$ cat src/rtl/ddr_user_pkg.sv
// Shared widths and state encoding for the DDR user-port requester.
package ddr_user_pkg;
   localparam int unsigned ADDR_W = 26;
   localparam int unsigned DATA_W = 32;
   localparam int unsigned BE_W   = 4;
   localparam int unsigned CNT_W  = 9;

   typedef enum logic [1:0] {IDLE, RUN, DRAIN, DONE} state_t;
endpackage

$ cat src/rtl/rd_latency_pipe.sv
// Tag shift register that marks when the controller's read data for an accepted
// read arrives on user_req_dataout.
module rd_latency_pipe #(
   parameter int unsigned RD_LAT = 4
) (
   input  logic CLK,
   input  logic RST,
   input  logic tag_in,
   output logic tag_out,
   output logic busy
);

   logic [RD_LAT-1:0] stages;

   always_ff @(posedge CLK) begin
      if (!RST) begin
         stages <= '0;
      end else begin
         stages[0] <= tag_in;
         for (int i = 1; i < RD_LAT; i++) stages[i] <= stages[i-1];
      end
   end

   assign tag_out = stages[RD_LAT-1];
   assign busy    = |stages;

endmodule

$ cat src/rtl/ddr_user_requester.sv
// Block-job initiator for the DDR controller user port: one 32-bit word per
// user_req/user_req_ack handshake, write data via a 1-entry holding register.
module ddr_user_requester
   import ddr_user_pkg::*;
#(
   parameter int unsigned ADDR_STEP = 2,
   parameter int unsigned RD_LAT    = 4
) (
   input  logic              CLK,
   input  logic              RST,
   input  logic              job_valid,
   output logic              job_ready,
   input  logic [ADDR_W-1:0] job_addr,
   input  logic [7:0]        job_len,
   input  logic              job_we,
   output logic              job_done,
   input  logic [DATA_W-1:0] wr_data,
   input  logic [BE_W-1:0]   wr_be,
   input  logic              wr_valid,
   output logic              wr_ready,
   output logic [DATA_W-1:0] rd_data,
   output logic              rd_valid,
   output logic              user_req,
   output logic              user_req_we,
   output logic [ADDR_W-1:0] user_req_address,
   output logic [BE_W-1:0]   user_req_we_array,
   output logic [DATA_W-1:0] user_req_datain,
   input  logic              user_req_ack,
   input  logic [DATA_W-1:0] user_req_dataout
);

   state_t           state, state_n;
   logic [CNT_W-1:0] count, count_n, load_left, len_cnt;
   logic             hold_full, full_n, we_n;
   logic             ack_acc, job_acc, wr_fire;
   logic             pipe_out, pipe_busy;

   assign ack_acc  = user_req & user_req_ack;
   assign job_acc  = job_valid & job_ready;
   assign len_cnt  = (job_len == 8'd0) ? CNT_W'(256) : CNT_W'(job_len);
   // holding reg may refill in the same cycle its word is acked
   assign wr_ready = (state == RUN) & user_req_we & (~hold_full | ack_acc) &
                     (load_left != CNT_W'(0));
   assign wr_fire  = wr_valid & wr_ready;

   rd_latency_pipe #(.RD_LAT(RD_LAT)) u_rd_pipe (
      .CLK     (CLK),
      .RST     (RST),
      .tag_in  (ack_acc & ~user_req_we),
      .tag_out (pipe_out),
      .busy    (pipe_busy)
   );

   // next-state view, also used so user_req is registered from it
   always_comb begin
      state_n = state;
      count_n = count;
      full_n  = hold_full;
      we_n    = user_req_we;
      if (ack_acc) begin
         count_n = count - CNT_W'(1);
         full_n  = 1'b0;
      end
      if (wr_fire) full_n = 1'b1;
      case (state)
         IDLE: if (job_acc) begin
            state_n = RUN;
            we_n    = job_we;
            count_n = len_cnt;
            full_n  = 1'b0;
         end
         RUN:     if (ack_acc && count == CNT_W'(1)) state_n = user_req_we ? DONE : DRAIN;
         DRAIN:   if (rd_valid && !pipe_busy) state_n = DONE;
         DONE:    state_n = IDLE;
         default: state_n = IDLE;
      endcase
   end

   always_ff @(posedge CLK) begin
      if (!RST) begin
         state             <= IDLE;
         count             <= '0;
         load_left         <= '0;
         hold_full         <= 1'b0;
         job_ready         <= 1'b1;
         job_done          <= 1'b0;
         user_req          <= 1'b0;
         user_req_we       <= 1'b0;
         user_req_address  <= '0;
         user_req_we_array <= '0;
         user_req_datain   <= '0;
         rd_data           <= '0;
         rd_valid          <= 1'b0;
      end else begin
         state       <= state_n;
         count       <= count_n;
         hold_full   <= full_n;
         user_req_we <= we_n;
         job_ready   <= (state_n == IDLE);
         job_done    <= (state_n == DONE);
         user_req    <= (state_n == RUN) && (count_n != CNT_W'(0)) && (!we_n || full_n);

         if (job_acc) begin
            user_req_address  <= job_addr;
            load_left         <= job_we ? len_cnt : CNT_W'(0);
            user_req_we_array <= job_we ? BE_W'(0) : {BE_W{1'b1}};
         end else if (ack_acc) begin
            user_req_address  <= user_req_address + ADDR_W'(ADDR_STEP);
         end

         if (wr_fire) begin
            user_req_datain   <= wr_data;
            user_req_we_array <= wr_be;
            load_left         <= load_left - CNT_W'(1);
         end

         rd_valid <= pipe_out;
         if (pipe_out) rd_data <= user_req_dataout;
      end
   end

endmodule

$ cat config.mk
export PLATFORM = sky130hd
export DESIGN_NAME = ddr_user_requester
export DESIGN_NICKNAME = d
export VERILOG_FILES = /design/src/rtl/ddr_user_pkg.sv /design/src/rtl/rd_latency_pipe.sv /design/src/rtl/ddr_user_requester.sv
export SDC_FILE = /design/constraint.sdc
export NUM_CORES = 1
export LEC_CHECK = 0
export BUFFER_PORTS_ARGS = -buffer_cell sky130_fd_sc_hd__buf_2
export CORE_ASPECT_RATIO = 1.5
export CORE_MARGIN = 8
export CORE_UTILIZATION = 28
export DETAILED_ROUTE_END_ITERATION = 8
export GPL_TIMING_DRIVEN = 0
export SKIP_CTS_REPAIR_TIMING = 1
export SYNTH_ARGS = -nofsm -noshare
export SYNTH_HDL_FRONTEND = slang
export SYNTH_SLANG_ARGS = --single-unit
$ cat constraint.sdc
create_clock -name CLK -period 6 [get_ports CLK]
set_clock_uncertainty 0.2 [all_clocks]
set_input_delay 0.9 -clock CLK [delete_from_list [all_inputs] [get_ports CLK]]
set_output_delay 0.9 -clock CLK [all_outputs]
set_load 0.05 [all_outputs]
==> metrics.yaml, run 1 <==
wl_mm: 18.1
syn_nets: 742
yosys_most_used_dff: "dfxtp_1"
cts_tree: "built"
maxCapViolCount: 0
firstDrtPassIters: 4
final-hold-violation-count: 0
crit_fanout: 7
p_comb_share_pct: 13.8
grt_pass1_wl_mm: 28.5
clock.fmax_mhz: 316
finish.instance_area_mm2: 0.00743
fin_util_pct: 38.8
power.internal_mw: 1.64
grt_max_degree: 17
critPathKind: "in -> out"
wl_per_cell_um: 16.1
syn_to_final_growth_pct: 36.2
die-height_um: 187
cts.clk_slew.worst_paths_ns: 0.05
seq_power_share_pct: 39.2
endpoint_kind: "output pin"
drt_iter0_drc: 175
synth_area_leaders: "dfxtp_1 45%, nand2_1 7.1%, mux2i_1 5.9%, a21oi_1 5.0%, nor2_1 5.0%"
switching_share_pct: 27.7
cp_data_required_time_ns: 4.90
outcome: "finished clean"
die-area_mm2: 0.0243
antenna_found_initial: 1
slew_violations: 0
hold_class: "reg -> reg"
drc: 0
yosysWarnings: 0
yosysSeqAreaShare_pct: 45.5
grt_usage_pct: 15.1
initial_core_util_pct: 28.5
clock_path_buffers: 2
tightest_slew_ns: 0.723
setup_viol: 0
ir_worst_vdd_v: 0.000209
die_w_um: 130
ys_types: 59
timing.slew.headroom_pct: 51.8
worstSkewPairLatency_ns: 0.42
h-tree-depth: 4
gr-total-overflow: 0
cts_root_buffer: "clkbuf_16"
cts.sinks: 124
gp_congestion: 0.809
cp_data_arrival_time_ns: 2.06
setup_tns_ns: 0
core_area_mm2: 0.0192
power_density_mw_per_mm2: 306
min_period_ns: 3.16
fin_nets: 967
post-route-period-util_pct: 52.7
power.switching_mw: 0.629
ant_nets: 0
dp_hpwl_mm: 14.0
synthCells: 629
ys_seq_elements: 124
synth_top_area_share_pct: 45.5
clock_power_share_pct: 47.0
num_vias: 5285
synth.largest_area_cell: "dfxtp_1"
rsz0062_at_grt: "false"
async_reset_ff_share_pct: 0
io_pins: 208
io_buffers: 206
worst_setup_path_start_kind: "input port"
drive_gt1_share_pct: 31.8
rows: 62
syn_avg_cell_area_um2: 8.68
stdcell_count: 1124
synth-edff-count: 0
grt_pass1_vias: 5420
place_area_mm2: 0.00681
leakage_nw: 3.08
numCtsBuffers: 17
place_inst: 1091
netlist_area_mm2: 0.00546
via_per_inst: 4.70
## cell type report
type                            count  area [um^2]
Fill cell                        2025        11700
Multi-Input combinational cell    456         2740
Sequential cell                   124         2480
Timing Repair Buffer              206         1030
Clock buffer                       19          453
Tap cell                          256          320
Buffer                             39          195
Clock inverter                     13          166
Inverter                           10         37.5
Antenna cell                        1         2.50
## state kept, by name, indices dropped and copies added, names as in the netlist, 2 cells and up
name,count
user_req_address,26
count,9
user_req_we_array,4
load_left,9
state,2
u_rd_pipe.stages,4
rd_data,32
user_req_datain,32
## power by group through the flow
stage | registers (mW) | clock network [mW] | logic, mW
floorplan | 0.979 | 0 | 0.137
global placement | 0.908 | 0 | 0.314
CTS | 0.891 | 1.10 | 0.316
finish | 0.892 | 1.07 | 0.313
global route | 0.896 | 1.14 | 0.339
detailed placement | 0.909 | 0 | 0.314
## cells in the mapped netlist, drive strengths merged, types with 13 or more instances
library cell  count
a211oi           20
a21oi            55
buf              13
clkbuf           25
dfxtp           124
mux2i            32
nand2           105
nand3            16
nor2             74
nor3             18
o21ai            20
xnor2            15
xor2             13
## metal layers
layer / part of all wire, % / wire length, um / vias up / track usage, %
li1: - / - / 2643 / -
met1: 38 / 6840 / 2446 / 15.4
met2: 52 / 9420 / 172 / 26.8
met3: 8.5 / 1540 / 22 / 5.76
met4: 1.7 / 313 / 2 / 5.74
met5: 0.072 / 13 / - / 0
## path summary, 6_finish.rpt
check	startpoint	to	slack, ns	depth (start not counted)
worst min-delay path	user_req_datain[4]$_SDFFE_PN0N_	user_req_datain[4]$_SDFFE_PN0N_	0.25	2
worst min register to register	user_req_datain[4]$_SDFFE_PN0N_	user_req_datain[4]$_SDFFE_PN0N_	0.25	2
worst max-delay path	user_req_ack	wr_ready	2.84	5
worst max register to register	user_req$_SDFF_PN0_	user_req_datain[18]$_SDFFE_PN0N_	3.78	7
## layout by cell type (no fill, tap or decap), types with 3 or more instances in the layout
master,netlist,routed
clkinvlp_4,0,3
a31oi_1,5,5
and2_1,11,11
a21oi_1,55,55
dfxtp_1,124,124
clkinv_4,0,4
a211oi_1,17,17
mux2i_1,32,32
bufinv_16,0,3
clkbuf_1,23,23
o21ai_1,7,7
clkbuf_16,0,17
xnor2_1,15,15
nor4_1,3,3
nor3_2,6,6
a32o_1,3,3
nor2_1,72,72
clkbuf_8,1,3
nand4_1,9,9
o21ai_0,13,13
nor3_1,12,12
inv_1,10,10
or3_1,3,3
o211ai_1,7,7
xor2_1,13,13
nand3_1,15,15
and3_1,5,5
nand2_1,103,103
nor2b_1,5,5
a311oi_1,5,5
a211oi_2,3,3
buf_2,8,214
ha_1,5,5
## worst max-delay path, stage by stage
cell and delay, ns:
buf_2 0.15, nand2_1 0.19, a211oi_2 0.36, and2_1 0.18, buf_2 0.28
## per-stage QoR
stage / worst slack [ns] / hold WS (ns) / power, mW
2_1_floorplan: 3.13 / 0.231 / 1.12
3_3_place_gp: 2.82 / 0.237 / 1.22
3_5_place_dp: 2.83 / 0.242 / 1.22
4_1_cts: 2.83 / 0.252 / 2.31
5_1_grt: 2.73 / 0.264 / 2.37
6_report: 2.84 / 0.250 / 2.27
## logic make-up (layout without fill, tap and decap cells)
kind of cell	Yosys count	count (layout)	synth area share, %
compound gates	124	124	14.4
buf+inv	49	287	4.26
simple gates	267	267	24.4
fa+ha+maj	5	5	1.15
flops	124	124	45.5
other cells	0	1	0
xor+xnor	28	28	4.49
mux	32	32	5.87
(Power assumes the default switching activity.)
==> run 2, diff against run 1 <==
- ABC_AREA: not set -> 1
- clock period: 6 -> 2.8 ns (I/O delays scaled with it)
==> metrics.yaml, run 2 <==
h-tree-depth: 4  # unchanged
ys_top_cells_by_count: "244 x nand2_1, 149 x nor2_1, 124 x dfxtp_1"
initial_core_util_pct: 28.6  # +0.11 points
synth-edff-count: 0  # unchanged
setup_tns_ns: 0  # unchanged
cts.sinks: 124  # unchanged
worst_r2r_path_depth: 8  # +1
most-common-layout-cells: "244 x nand2_1, 216 x buf_2, 149 x nor2_1, 124 x dfxtp_1, 64 x o21ai_0"
final-hold-violation-count: 0  # unchanged
cts_tree: "built"
synthCells: 867  # +38%
clock.fmax_mhz: 428
wl_mm: 21.2  # +17%
yosysMostFrequentCell: "nand2_1"
maxCapViolCount: 0  # unchanged
critPathKind: "reg -> out"
gr-total-overflow: 0  # unchanged
timing.slew.headroom_pct: 47.6  # -4.2 points
fin_util_pct: 38.1  # -0.68 points
leakage_nw: 3.74  # +22%
post-route-period-util_pct: 83.5
io_pins: 208  # unchanged
async_reset_ff_share_pct: 0  # unchanged
cp_data_arrival_time_ns: 1.72  # -0.34 ns
fin_nets: 1206  # +25%
rrSetupSlack_ns: 0.65  # -3.13 ns
drive_gt1_share_pct: 24.3  # -7.6 points
die-height_um: 193  # +3.1%
clock_path_buffers: 2  # unchanged
power_density_mw_per_mm2: 634  # +110%
ir_worst_vdd_v: 0.000474  # +130%
firstDrtPassIters: 5  # +1
slew_violations: 0  # unchanged
synth_top_area_share_pct: 42.5  # -3.0 points
syn_nets: 980  # +32%
endpoint: "wr_ready"
worstSkewPairLatency_ns: 0.41  # about the same
antenna_found_initial: 5  # +4
die-area_mm2: 0.0258  # +6.2%
top_regs: "rd_data: 32 flops, user_req_datain: 32 flops, user_req_address: 26 flops"
grt_max_degree: 17  # unchanged
io_buffers: 207  # +0.49%
top_layer: "met5"
drc: 0  # unchanged
worst_setup_path_start_kind: "flop"
core_area_mm2: 0.0204  # +6.6%
syn_avg_cell_area_um2: 6.74  # -22%
via_per_inst: 4.64  # -1.4%
syn_to_final_growth_pct: 33.2
netlist_area_mm2: 0.00584  # +7.0%
min_period_ns: 2.34
dp_hpwl_mm: 16.4  # +17%
crit_fanout: 3  # -4
outcome: "finished clean"
ys_types: 41  # -31%
rr_startpoint: "user_req_address[1]$_SDFFE_PN0P_"
num_vias: 6359  # +20%
numCtsBuffers: 17  # unchanged
hold_slack_ns: 0.0251  # -0.225 ns
yosys_most_used_dff: "dfxtp_1"
synth_area_leaders: "dfxtp_1 43%, nand2_1 16%, nor2_1 9.6%, o21ai_0 5.5%, a21oi_1 4.5%"
grt_pass1_vias: 6240  # +15%
cts_root_buffer: "clkbuf_16"
endpoint_kind: "output pin"
crit_path_start: "load_left[0]$_SDFFE_PN0P_"
final_common_cell: "nand2_1"
r2r_end: "user_req_address[13]$_SDFFE_PN0P_"
rows: 64  # +3.2%
gp_congestion: 0.910  # +12%
grt_usage_pct: 16.0  # +0.96 points
fill_cells: 2227  # +10%
setup_viol: 0  # unchanged
drt_iter0_drc: 456  # +160%
synth.largest_area_cell: "dfxtp_1"
hold_class: "in -> reg"
ys_seq_elements: 124  # unchanged
yosysSeqAreaShare_pct: 42.5  # -3.0 points
die_w_um: 134  # +3.0%
cts.clk_slew.worst_paths_ns: 0.06  # about the same
wl_per_cell_um: 15.5  # -4.1%
yosysWarnings: 0  # unchanged
grt_pass1_wl_mm: 32.3  # +13%
ant_nets: 0  # unchanged
met3_length_mm: 1.70  # +10%
rsz0062_at_grt: "false"
wl_met2_mm: 10.8  # +14%
tightest_slew_ns: 0.786  # +0.0630 ns
drt-met1-wl_mm: 8.09  # +18%
cp_data_required_time_ns: 2.18  # -2.72 ns
run 2: cell count changes after synthesis, sizes merged, moves of 31 or more:
cell | previous run | this run
o21ai | 20 | 65
inv | 10 | 67
mux2i | 32 | 0
nor2 | 74 | 153
nand2 | 105 | 249
nand3 | 16 | 47
run 2: per-layer routing:
layer,global-route usage (%),vias up
met5,0,-
met4,7.28,6
met3,5.81,45
met2,28.7,221
met1,16.4,2846
li1,-,3241
run 2: critical path: stages (launching register included):
cell	delay [ns]
dfxtp_1	0.35
inv_1	0.08
ha_1	0.19
nor3b_1	0.13
nand2_1	0.14
and2_1	0.14
buf_2	0.27
run 2: worst min path at each step:
stage	from	end	slack [ns]	cells past startpoint
final	user_req_dataout[27]	rd_data[27]$_SDFFE_PN0P_	0.03	3
after global routing	user_req_dataout[13]	rd_data[13]$_SDFFE_PN0P_	0.008	3
after CTS	user_req_dataout[13]	rd_data[13]$_SDFFE_PN0P_	-0.004	3
after detailed placement	u_rd_pipe.stages[1]$_SDFF_PN0_	u_rd_pipe.stages[2]$_SDFF_PN0_	0.22	2
after global placement	u_rd_pipe.stages[0]$_SDFF_PN0_	u_rd_pipe.stages[1]$_SDFF_PN0_	0.22	2
after floorplan	u_rd_pipe.stages[0]$_SDFF_PN0_	u_rd_pipe.stages[1]$_SDFF_PN0_	0.20	2
run 2: power breakdown:
group	internal [mW]	switching, mW
logic	0.267	0.586
clock network	1.36	0.776
registers	1.85	0.0901
run 2: logic make-up after synthesis:
logic type,synth area share (%)
AOI/OAI and AO/OA,13.8
DFF,42.5
buffers and inverters,7.46
adders and majority gates,1.07
and+or+nand+nor,33.9
xor gates and xnor gates,1.20
run 2: area by class of cell:
| type | instances | area, um^2 | area share [%] |
|---|---|---|---|
| clock inverters | 8 | 92.6 | 1.19 |
| multi-input cells | 637 | 2920 | 37.6 |
| plain buffers | 39 | 184 | 2.36 |
| diodes | 3 | 7.51 | 0.0965 |
| flip-flops and latches | 124 | 2480 | 31.9 |
| clock buffers | 22 | 474 | 6.10 |
| inverters | 67 | 251 | 3.23 |
| well taps | 264 | 330 | 4.25 |
| repair buffers | 207 | 1040 | 13.3 |
run 2: metrics by stage:
step | instances | power (mW) | cell area, um^2 | worst slack (ns)
detailed placement | 1338 | 2.83 | 7210 | 0.470
floorplan | 867 | 2.54 | 5840 | 0.591
global route | 1370 | 5.17 | 7780 | 0.333
global placement | 1338 | 2.83 | 7210 | 0.451
finish | 1371 | 4.93 | 7780 | 0.463
CTS | 1368 | 5.01 | 7770 | 0.416
==> run 3, diff against run 2 <==
- clock period: 2.8 -> 2.2 ns (I/O delays scaled with it)
==> metrics.yaml, run 3 (synthesis gave the netlist of run 2 again) <==
outcome: "finished, violations left"
violations: "hold timing"
h-tree-depth: 4  # unchanged
power_density_mw_per_mm2: 765  # +21%
most-common-layout-cells: "243 x nand2_1, 215 x buf_2, 149 x nor2_1, 121 x dfxtp_1, 67 x dlygate4sd3_1"
num_vias: 6758  # +6.3%
critPathKind: "reg -> out"
rsz0062_at_grt: "true"
crit_fanout: 3  # unchanged
io_pins: 208  # unchanged
gp_congestion: 0.893  # -1.8%
tightest_slew_ns: 0.754  # -0.0322 ns
wl_mm: 22.3  # +5.1%
final_common_cell: "nand2_1"
rows: 64  # unchanged
post-route-period-util_pct: 97.3
clock_path_buffers: 2  # unchanged
timing.slew.headroom_pct: 49.8  # +2.1 points
grt_pass1_vias: 6520  # +4.5%
wl_per_cell_um: 15.5  # +0.11%
antenna_found_initial: 2  # -3
firstDrtPassIters: 5  # unchanged
ant_nets: 0  # unchanged
syn_to_final_growth_pct: 46.3
gr-total-overflow: 0  # unchanged
initial_core_util_pct: 28.6  # unchanged
slew_violations: 0  # unchanged
io_buffers: 207  # unchanged
endpoint_kind: "output pin"
core_area_mm2: 0.0204  # unchanged
dp_hpwl_mm: 16.5  # +0.75%
cts_tree: "built"
min_period_ns: 2.14
worst_setup_path_start_kind: "flop"
die_w_um: 134  # unchanged
die-area_mm2: 0.0258  # unchanged
fill_cells: 2135  # -4.1%
hold_slack_ns: -0.0187  # -0.0438 ns
cts.sinks: 124  # unchanged
ir_worst_vdd_v: 0.000441  # -7.0%
cts_root_buffer: "clkbuf_16"
slowest_stage: "dfxtp_2"
grt_pass1_wl_mm: 33.5  # +3.8%
crit_chain: "inv_1 -> ha_1 -> nor3b_4 -> nand2_2 -> and2_4 -> buf_6"
cts.clk_slew.worst_paths_ns: 0.05  # about the same
drt_iter0_drc: 359  # -21%
maxCapViolCount: 0  # unchanged
final-hold-violation-count: 1  # +1
grt_max_degree: 17  # unchanged
worstSkewPairLatency_ns: 0.42  # about the same
numCtsBuffers: 17  # unchanged
clock.fmax_mhz: 467
cp_data_required_time_ns: 1.67  # -0.51 ns
die-height_um: 193  # unchanged
grt_usage_pct: 16.7  # +0.62 points
cp_data_arrival_time_ns: 1.61  # -0.11 ns
top_regs: "rd_data: 32 flops, user_req_datain: 32 flops, user_req_address: 26 flops"
setup_tns_ns: 0  # unchanged
leakage_nw: 4.07  # +8.8%
fin_nets: 1276  # +5.8%
hold_class: "in -> reg"
drive_gt1_share_pct: 23.9  # -0.34 points
setup_viol: 0  # unchanged
fin_util_pct: 41.9  # +3.8 points
drc: 0  # unchanged
slowest_delay_ns: 0.32  # -0.03 ns
via_per_inst: 4.70  # +1.3%
## run 3: cell types whose count changed in the layout (fill, tap and decap cells not counted), moves of 2 or more
cell / delta
clkbuf_1: -3
clkinv_2: -2
dlygate4sd3_1: +67
clkbuf_8: +4
buf_4: +3
dfxtp_1: -3
dfxtp_2: +3
diode_2: -2
## run 3: area by class of cell
class                   count  area [um^2]  share of cell area, %
multi-input cells         637         2950                   34.5
well taps                 264          330                   3.87
inverters                  67          254                   2.97
plain buffers              39          185                   2.17
diodes                      1         2.50                 0.0293
clock buffers              24          522                   6.11
repair buffers            277         1740                   20.3
flip-flops and latches    124         2490                   29.1
clock inverters             6         82.6                  0.966
## run 3: critical path: cells and delay by family, from the launching register on
kind,cells,cell delay [ns]
adder cells (fa/ha/maj),1,0.17
buffers and inverters,2,0.25
flip-flops,1,0.32
AND/OR/NAND/NOR,3,0.47
## run 3: where the power goes
part / switching (mW) / internal, mW
Combinational: 0.773 / 0.426
Sequential: 0.117 / 2.36
Clock: 1.00 / 1.86
## run 3: routing by layer
layer	up-vias	global-route usage [%]	wire, um
met5	-	0	23
met4	4	10.1	1010
met3	68	5.89	1740
met2	249	29.3	11500
met1	3058	16.7	8040
li1	3379	-	-
## run 3: final timing paths
kind,startpoint,end,slack [ns],cells after the start
worst max-delay path,load_left[0]$_SDFFE_PN0P_,wr_ready,0.06,6
worst min register to register,u_rd_pipe.stages[1]$_SDFF_PN0_,u_rd_pipe.stages[2]$_SDFF_PN0_,0.22,2
worst max register to register,user_req_address[2]$_SDFFE_PN0P_,user_req_address[17]$_SDFFE_PN0P_,0.15,8
worst min-delay path,wr_data[19],user_req_datain[19]$_SDFFE_PN0N_,-0.02,3
## run 3: stage by stage
step	hold slack [ns]	power (mW)	setup slack, ns	std cells	instance area, um^2
after detailed placement	0.219	3.61	-0.101	1338	7210
after global placement	0.218	3.60	-0.107	1338	7210
after global routing	0.00192	6.85	-0.0369	1438	8540
after CTS	-0.0938	6.52	-0.137	1368	7810
after floorplan	0.201	3.24	0.0221	867	5840
final	-0.0187	6.54	0.0584	1439	8550
